<file path="src/rtl/fetch_if.sv">
// Fetch unit handshake bundle: redirect input, instruction-memory port and decode queue head.
// master = fetch unit side, slave = memory / control-transfer / decode side.
interface fetch_if;
   logic        redirect_valid;
   logic [31:0] redirect_pc;
   logic        imem_req;
   logic [31:0] imem_addr;
   logic        imem_ack;
   logic [31:0] imem_rdata;
   logic        ir_valid;
   logic        ir_ready;
   logic [31:0] ir;
   logic [31:0] ir_pc;

   modport master (
      input  redirect_valid, redirect_pc, imem_ack, imem_rdata, ir_ready,
      output imem_req, imem_addr, ir_valid, ir, ir_pc
   );

   modport slave (
      output redirect_valid, redirect_pc, imem_ack, imem_rdata, ir_ready,
      input  imem_req, imem_addr, ir_valid, ir, ir_pc
   );
endinterface

</file>
<file path="src/rtl/fetch_unit.sv">
// Instruction fetch sequencer: owns the PC, issues imem requests and buffers
// fetched words with their addresses in a 2-entry queue for decode.
module fetch_unit #(
   parameter logic [31:0] RESET_PC = 32'h0000_0000,
   parameter int unsigned PC_STEP  = 4
) (
   input logic     clk,
   input logic     rst,
   fetch_if.master bus
);

   localparam logic [1:0] S_IDLE  = 2'd0;
   localparam logic [1:0] S_FETCH = 2'd1;
   localparam logic [1:0] S_FULL  = 2'd2;
   localparam logic [1:0] S_DROP  = 2'd3;

   logic [1:0]  state_q, state_d;
   logic [31:0] pc_q, pc_d;
   logic [31:0] addr_q, addr_d;
   logic        req_q, req_d;
   logic        valid_q, valid_d;
   logic [1:0]  cnt_q, cnt_d;
   logic [31:0] ir0_q, ir0_d, pc0_q, pc0_d;
   logic [31:0] ir1_q, ir1_d, pc1_q, pc1_d;

   logic        redirect, pop, push, wr_slot1;
   logic [1:0]  cnt_after_pop;

   assign redirect      = bus.redirect_valid;
   assign pop           = valid_q & bus.ir_ready;
   // An ack while a redirect is present belongs to the old stream and is dropped.
   assign push          = (state_q == S_FETCH) & bus.imem_ack & ~redirect;
   assign cnt_after_pop = cnt_q - {1'b0, pop};
   assign wr_slot1      = (cnt_after_pop != 2'd0);

   // NOTE: every signal written here gets a default first, so no path leaves it unassigned and no latch is inferred.
   always_comb begin
      state_d = state_q;
      pc_d    = pc_q;
      addr_d  = addr_q;
      cnt_d   = cnt_q;
      ir0_d   = ir0_q;
      pc0_d   = pc0_q;
      ir1_d   = ir1_q;
      pc1_d   = pc1_q;

      if (redirect) begin
         cnt_d = 2'd0;
      end else begin
         cnt_d = cnt_after_pop + {1'b0, push};
         if (pop) begin
            ir0_d = ir1_q;
            pc0_d = pc1_q;
         end
         if (push && wr_slot1) begin
            ir1_d = bus.imem_rdata;
            pc1_d = pc_q;
         end else if (push) begin
            ir0_d = bus.imem_rdata;
            pc0_d = pc_q;
         end
      end

      if (redirect) begin
         pc_d = {bus.redirect_pc[31:2], 2'b00};
         // A request already on the bus must be held until acked, then discarded.
         if (req_q && !bus.imem_ack) begin
            state_d = S_DROP;
         end else begin
            state_d = S_FETCH;
            addr_d  = pc_d;
         end
      end else begin
         case (state_q)
            S_IDLE: begin
               state_d = S_FETCH;
               addr_d  = pc_q;
            end
            S_FETCH: begin
               if (bus.imem_ack) begin
                  pc_d    = pc_q + PC_STEP;
                  addr_d  = pc_d;
                  state_d = (cnt_d == 2'd2) ? S_FULL : S_FETCH;
               end
            end
            S_FULL: begin
               if (pop) begin
                  state_d = S_FETCH;
                  addr_d  = pc_q;
               end
            end
            default: begin
               if (bus.imem_ack) begin
                  state_d = S_FETCH;
                  addr_d  = pc_q;
               end
            end
         endcase
      end

      req_d   = (state_d == S_FETCH) || (state_d == S_DROP);
      valid_d = (cnt_d != 2'd0);
   end

   // NOTE: sequential state uses non-blocking assignments so every register samples pre-edge values.
   always_ff @(posedge clk or posedge rst) begin
      if (rst) begin
         state_q <= S_IDLE;
         pc_q    <= RESET_PC;
         addr_q  <= RESET_PC;
         req_q   <= 1'b0;
         valid_q <= 1'b0;
         cnt_q   <= 2'd0;
         // NOTE: queue slots are reset too, since slot 0 drives ir/ir_pc directly and must read 0 in reset.
         ir0_q   <= '0;
         pc0_q   <= '0;
         ir1_q   <= '0;
         pc1_q   <= '0;
      end else begin
         state_q <= state_d;
         pc_q    <= pc_d;
         addr_q  <= addr_d;
         req_q   <= req_d;
         valid_q <= valid_d;
         cnt_q   <= cnt_d;
         ir0_q   <= ir0_d;
         pc0_q   <= pc0_d;
         ir1_q   <= ir1_d;
         pc1_q   <= pc1_d;
      end
   end

   assign bus.imem_req  = req_q;
   assign bus.imem_addr = addr_q;
   assign bus.ir_valid  = valid_q;
   assign bus.ir        = ir0_q;
   assign bus.ir_pc     = pc0_q;

endmodule
</file>
<file path="src/flat_wrapper.sv">
// flat-port wrapper written by rule: the top's interface ports become plain ports
module fetch_unit_flat 
#(
   parameter logic [31:0] RESET_PC = 32'h0000_0000,
   parameter int unsigned PC_STEP  = 4
)
  (clk, rst, bus_redirect_valid, bus_redirect_pc, bus_imem_ack, bus_imem_rdata, bus_ir_ready, bus_imem_req, bus_imem_addr, bus_ir_valid, bus_ir, bus_ir_pc);
  fetch_if bus_i ();
  input logic clk;
  input logic rst;
  input wire logic [$bits(bus_i.redirect_valid)-1:0] bus_redirect_valid;
  input wire logic [$bits(bus_i.redirect_pc)-1:0] bus_redirect_pc;
  input wire logic [$bits(bus_i.imem_ack)-1:0] bus_imem_ack;
  input wire logic [$bits(bus_i.imem_rdata)-1:0] bus_imem_rdata;
  input wire logic [$bits(bus_i.ir_ready)-1:0] bus_ir_ready;
  output wire logic [$bits(bus_i.imem_req)-1:0] bus_imem_req;
  output wire logic [$bits(bus_i.imem_addr)-1:0] bus_imem_addr;
  output wire logic [$bits(bus_i.ir_valid)-1:0] bus_ir_valid;
  output wire logic [$bits(bus_i.ir)-1:0] bus_ir;
  output wire logic [$bits(bus_i.ir_pc)-1:0] bus_ir_pc;
  assign bus_i.redirect_valid = bus_redirect_valid;
  assign bus_i.redirect_pc = bus_redirect_pc;
  assign bus_i.imem_ack = bus_imem_ack;
  assign bus_i.imem_rdata = bus_imem_rdata;
  assign bus_i.ir_ready = bus_ir_ready;
  assign bus_imem_req = bus_i.imem_req;
  assign bus_imem_addr = bus_i.imem_addr;
  assign bus_ir_valid = bus_i.ir_valid;
  assign bus_ir = bus_i.ir;
  assign bus_ir_pc = bus_i.ir_pc;
  fetch_unit #(.RESET_PC(RESET_PC), .PC_STEP(PC_STEP)) u_core (.clk(clk), .rst(rst), .bus(bus_i));
endmodule
</file>
<file path="config.mk">
export PLATFORM = sky130hd
export DESIGN_NAME = fetch_unit_flat
export DESIGN_NICKNAME = d
export VERILOG_FILES = /design/src/rtl/fetch_if.sv /design/src/rtl/fetch_unit.sv /design/src/flat_wrapper.sv
export SDC_FILE = /design/constraint.sdc
export NUM_CORES = 1
export LEC_CHECK = 0
export ABC_AREA = 1
export CAP_MARGIN = 20
export CORE_ASPECT_RATIO = 1.2
export CORE_MARGIN = 3
export CORE_UTILIZATION = 30
export CTS_BUF_LIST = sky130_fd_sc_hd__clkbuf_8
export CTS_CLUSTER_SIZE = 25
export DETAILED_ROUTE_END_ITERATION = 10
export DONT_BUFFER_PORTS = 1
export SLEW_MARGIN = 20
export SYNTH_ARGS = -nofsm -noshare
export SYNTH_HDL_FRONTEND = slang
export SYNTH_SLANG_ARGS = --single-unit
export TNS_END_PERCENT = 30
</file>
<file path="constraint.sdc">
create_clock -name clk -period 8.95 [get_ports clk]
set_input_delay 0.4475 -clock clk [delete_from_list [all_inputs] [get_ports clk]]
set_output_delay 0.4475 -clock clk [all_outputs]
set_load 0.02 [all_outputs]
</file>
**Word-level counts from Yosys, hierarchy flattened**

Index checks and enable logic that the tools add are counted.

- Add/sub/neg operators: 3
- Equality and inequality tests: 8
- Mux-type cells: 22
- Bitwise gates (word level): 4
- Reductions and logical operators: 13

Operator list:

| cell | number |
|---|---|
| $mux W32 | 13 |
| $pmux W32 S3 | 1 |
| $add A32 B3 Y32 const B | 1 |
| $mux W2 | 7 |
| $reduce_bool A2 Y1 | 4 |
| $eq A2 B2 Y1 const B | 3 |
| $pmux W2 S3 | 1 |
| $eq A2 B1 Y1 const B | 2 |
| $reduce_and A2 Y1 | 2 |
| $reduce_and A4 Y1 | 1 |
| $reduce_bool A4 Y1 | 1 |
| $and A1 B1 Y1 | 3 |
| $ne A3 B2 Y1 const B | 1 |
| $ne A3 B3 Y1 const B | 1 |
| $add A2 B1 Y2 | 1 |
| $logic_and A1 B1 Y1 | 2 |
| $logic_not A2 Y1 | 1 |
| $ne A2 B2 Y1 const B | 1 |
| $sub A2 B1 Y2 | 1 |
| $logic_not A1 Y1 | 1 |
| $logic_or A1 B1 Y1 | 1 |
| $not A1 Y1 | 1 |

- Output and inout port bits: 98
- Bits in registers: 198
- Word-level logic and storage cells: 60
- Bits of input ports: 69

**Longest topological paths before layout**

- Depth in word-level cells: 12
- Mapped depth: 12

**Worst setup path before layout**

Ideal clock, no wire load.

- Kind: reg2reg
- Start: register u_core.state_q[1]
- End: register u_core.req_q, in the netlist u_core.bus.imem_req
- Arrival time: 1,830 ps
- Cell stages (with the launch flop): 11
- Slack: 6,992 ps
- Required time: 8,821 ps
- Cell sequence: dfrtp_1 > nor2_4 > nand2_2 > nor2_8 > buf_1 > ha_1 > xnor2_1 > xnor2_1 > nand3_1 > nand2_1 > nand2_1

- Cells in the longest elaborated chain, start to end: 12

Ends and longest elaborated chain:

| element | line | RTL |
|---|---|---|
| start, declared | fetch_unit.sv:17 | `logic [1:0] state_q, state_d;` |
| start signal, assigned | fetch_unit.sv:120 | `state_q <= state_d;` |
| $eq A2 B1 Y1 | fetch_unit.sv:32, fetch_unit.sv:74 |  |
| $and A1 B1 Y1 (2 in series) | fetch_unit.sv:32 | `assign push = (state_q == S_FETCH) & bus.imem_ack & ~redirect;` |
| $add A2 B1 Y2 | fetch_unit.sv:50 | `cnt_d = cnt_after_pop + {1'b0, push};` |
| $mux W2 | fetch_unit.sv:47 | `if (redirect) begin` |
| $eq A2 B2 Y1 | fetch_unit.sv:83 | `state_d = (cnt_d == 2'd2) ? S_FULL : S_FETCH;` |
| $mux W2 | fetch_unit.sv:83 |  |
| $mux W2 | fetch_unit.sv:80 | `if (bus.imem_ack) begin` |
| $pmux W2 S3 (*) | fetch_unit.sv:74 | `case (state_q)` |
| $mux W2 (*) | fetch_unit.sv:64 | `if (redirect) begin` |
| $eq A2 B1 Y1 / $eq A2 B2 Y1 (equally long branches) | fetch_unit.sv:101 | `req_d = (state_d == S_FETCH) \|\| (state_d == S_DROP);` |
| $logic_or A1 B1 Y1 (*) | fetch_unit.sv:101 |  |
| named net u_core.req_d | fetch_unit.sv:20 | `logic req_q, req_d;` |
| end signal, assigned | fetch_unit.sv:123 | `req_q <= req_d;` |
| end, declared | fetch_unit.sv:20 |  |

The timed path passes the listed nets; every way through them passes the cells marked *.
A chain may end at the register's enable or synchronous reset.

**Final worst setup path**

- Start: register u_core.state_q[0]
- End: register u_core.ir0_q[11], in the netlist u_core.bus.ir[11]

- Cells in the longest elaborated chain, start to end: 5

Ends and longest elaborated chain:

| element | line | RTL |
|---|---|---|
| $eq A2 B1 Y1 (*) | fetch_unit.sv:32 |  |
| $and A1 B1 Y1 (*) (2 in series) | fetch_unit.sv:32 |  |
| $mux W32 / $logic_and A1 B1 Y1 (equally long branches) | fetch_unit.sv:58, fetch_unit.sv:55 |  |
| $mux W32 (*) | fetch_unit.sv:55 | `if (push && wr_slot1) begin` |
| end signal, assigned | fetch_unit.sv:126 | `ir0_q <= ir0_d;` |
| end, declared | fetch_unit.sv:23 | `logic [31:0] ir0_q, ir0_d, pc0_q, pc0_d;` |

Every way passes the cells marked *; elsewhere a longest branch is shown, timed or not.

==> summary.md <==
| Metric | Value |
|---|---|
| Status | finished, violations left |
| Failing checks | hold timing |
| Largest net degree at the start of global routing | 138 |
| Via count | 7970 |
| Post-synthesis instance area | 0.00949 mm^2 |
| Max-slew violations | 0 |
| IO buf count | 0 |
| Worst-Skew Late Latency | 0.49 ns |
| Fillers | 3275 |
| Hold Path Class | in -> async |
| Largest area contributor in the netlist | dfrtp_1 |
| Worst-path clk slew | 0.12 ns |
| Worst setup SP type | register |
| Fin cells | 1569 |
| Vias/cell | 5.08 |
| Setup crit end | u_core.bus.ir[11] |
| Post-Syn Nets | 1274 |
| DRC viols | 0 |
| RR Startpoint | u_core.state_q[0] |
| Clock Skew | 0.0244 ns |
| Row cnt | 70 |
| Pwr dens | 290 mW/mm^2 |
| Ys Warns | 0 |
| Final WL | 28800 um |
| Hpwl dp | 18500 um |
| Cts hold-fix bufs | 0 |
| Design Area, Final | 0.0102 mm^2 |
| Final hold slack | -0.00213 ns |
| Wire per inst | 18.4 um |
| CTS resizes | 0 |
| Area Overhead vs Synth | 7.28% |
| Die width | 168 um |
| Dpl cell area | 0.00977 mm^2 |
| Clock buffer depth | 2 |
| Most frequent cells in the layout | nand2_1 (302), dfrtp_1 (193), inv_1 (134) |
| First-pass GRT wire length | 45900 um |
| Largest family of logic cells by synthesized area | simple AND/OR/NAND/NOR gates |
| Fin crit share | 0.454 |
| Hold Fails Final Rpt | 1 |
| CTS buffer count | 17 |
| Worst EP arrival | 4.40 ns |
| Post-synth top flop | dfrtp_1 |
| Synth top area cells | dfrtp_1 (51%), nand2_1 (12%), inv_1 (5.3%) |
| VDD IR max | 0.156 mV |
| TritonRoute pass-1 iters | 6 |
| Post-route ant nets | 0 |
| Fmax | 246 MHz |
| Post-synth EDFFs | 0 |
| WP data required | 9.28 ns |
| Final #Nets | 1231 |
| CP Launch Point | u_core.state_q[0] |
| Distinct cells, synth | 34 |
| Clk root buf | clkbuf_8 |
| Clock Sink Count | 193 |
| R2r setup slk | 4.88 ns |
| ANT cells | 0 |
| Vias in the first global route | 8056 |
| Setup TNS Final | 0 ns |
| Die Y | 201 um |
| GRT overflow | 0 |
| Syn Inst Count | 1203 |
| Clock period minus worst slack | 4.07 ns |
| Share of cells above drive strength 1 | 0.0452 |
| Measured slew at the worst slew-check pin | 0.985 ns |
| Worst reg2reg path depth | 10 |
| Synth Area in Compound Gates | 0.147 |
| Post-synthesis async set-or-reset flop share | 1.00 |
| Crit. End Element | register |
| H-tree Lvls | 4 |
| Core area | 0.0308 mm^2 |
| Power Total | 2.95 mW |
| Flops & latches, synth | 193 |
| Starting Density | 0.308 |
| Routability cong. | 0.836 |
| Max-cap viol count | 0 |
| CTS tree | done |
| Multiplexer share of the synthesized area | 0 |
| Slew HR | 0.343 |
| Top Ports | 167 |
| Commonest non-fill, non-tap cell in the layout | nand2_1 |
| Setup CP Type | reg -> reg |
| Simple-Gate Fraction of Synth Area | 0.243 |
| RSZ-0062 raised after global routing | false |
| Initial antenna violation count | 0 |
| # setup viols final | 0 |
| Synth Area in XOR/XNOR | 0.00923 |
| Iter 0 DRT Violations | 516 |
| Synth Area per Inst | 7.89 um^2 |
| GRT Total Usage | 0.171 |
| Post-CTS setup buffer count | 0 |
| Post-Place Cells | 1537 |
| Synth top area share | 0.509 |
| Post-Synth Adder-Cell Area | 0.00264 |
| Die area | 0.0338 mm^2 |
| Leakage | 4.73 nW |
| Crit Path Max Fanout | 40 |
| FF-to-FF End | u_core.bus.ir[11] |
| Register area share after synthesis | 0.509 |
[worst max-delay path, cell delays in order (launching register included)]
cell,delay [ns]
dfrtp_1,0.41
inv_2,0.08
nor2_4,0.63
nand2_2,0.20
nor2_8,0.45
nand3_4,0.54
inv_2,0.69
buf_4,0.57
nand2_1,0.11
o211ai_1,0.11
o21ai_0,0.11
[worst min path at each step]
stage | startpoint | endpoint | slack, ns | depth (start not counted)
floorplan | u_core.ir1_q[11] | u_core.ir1_q[11] | 0.45 | 2
global placement | u_core.pc1_q[13] | u_core.pc1_q[13] | 0.47 | 2
detailed placement | u_core.pc1_q[21] | u_core.pc1_q[21] | 0.47 | 2
CTS | bus_redirect_valid | u_core.cnt_q[0] | 0.004 | 1
global route | bus_redirect_valid | u_core.cnt_q[0] | 0.01 | 1
finish | rst | u_core.bus.ir[19] | -0.002 | 1
[cell type report]
cell class,instances,area [um^2],share of cell area
sequential,193,4830,0.475
multi-input combinational,800,3840,0.378
inverter,138,526,0.0516
tap,396,495,0.0487
clock buffer,19,262,0.0257
clock inverter,13,146,0.0144
timing repair buffer,10,75.1,0.00738
[cells by family after synthesis]
family,Yosys count
xor gates and xnor gates,10
adders and majority gates,2
AOI/OAI and AO/OA,243
and+or+nand+nor,545
DFF,193
buffers and inverters,210
[through the flow]
step	setup slack [ns]	util
floorplan	3.25	-
global placement	4.89	0.317
detailed placement	4.84	0.317
CTS	4.82	0.330
global route	4.47	0.330
finish	4.88	0.330
[Yosys cell counts, types with 9 or more instances]
master / n
a21boi_0: 11
buf_4: 9
inv_1: 135
o21ai_0: 95
buf_2: 19
o22ai_1: 58
dfrtp_1: 193
nand3_1: 40
nand2_1: 302
nor4_1: 58
a21oi_1: 46
nor2_1: 133
clkbuf_1: 36
o211ai_1: 18
[state kept, by name, summed over array words and instances (netlist names)]
name                  flops
u_core.bus.ir_valid       1
u_core.bus.ir_pc         32
u_core.bus.imem_addr     31
u_core.ir1_q             32
u_core.state_q            2
u_core.pc1_q             30
u_core.pc_q              30
u_core.bus.ir            32
u_core.cnt_q              2
u_core.bus.imem_req       1
[layer usage]
metal | global-route usage | share of wire | wire (um)
met1 | 0.218 | 0.43 | 12300
met2 | 0.286 | 0.49 | 14100
met3 | 0.0425 | 0.062 | 1790
met4 | 0.0558 | 0.023 | 658
met5 | 0 | 0 | 0
[power breakdown]
group	switching (mW)	leakage [nW]	internal, mW
clock network	0.357	0.204	0.246
registers	0.467	2.31	1.19
logic	0.434	2.21	0.255
No activity file was read; power rests on OpenSTA's default activity.
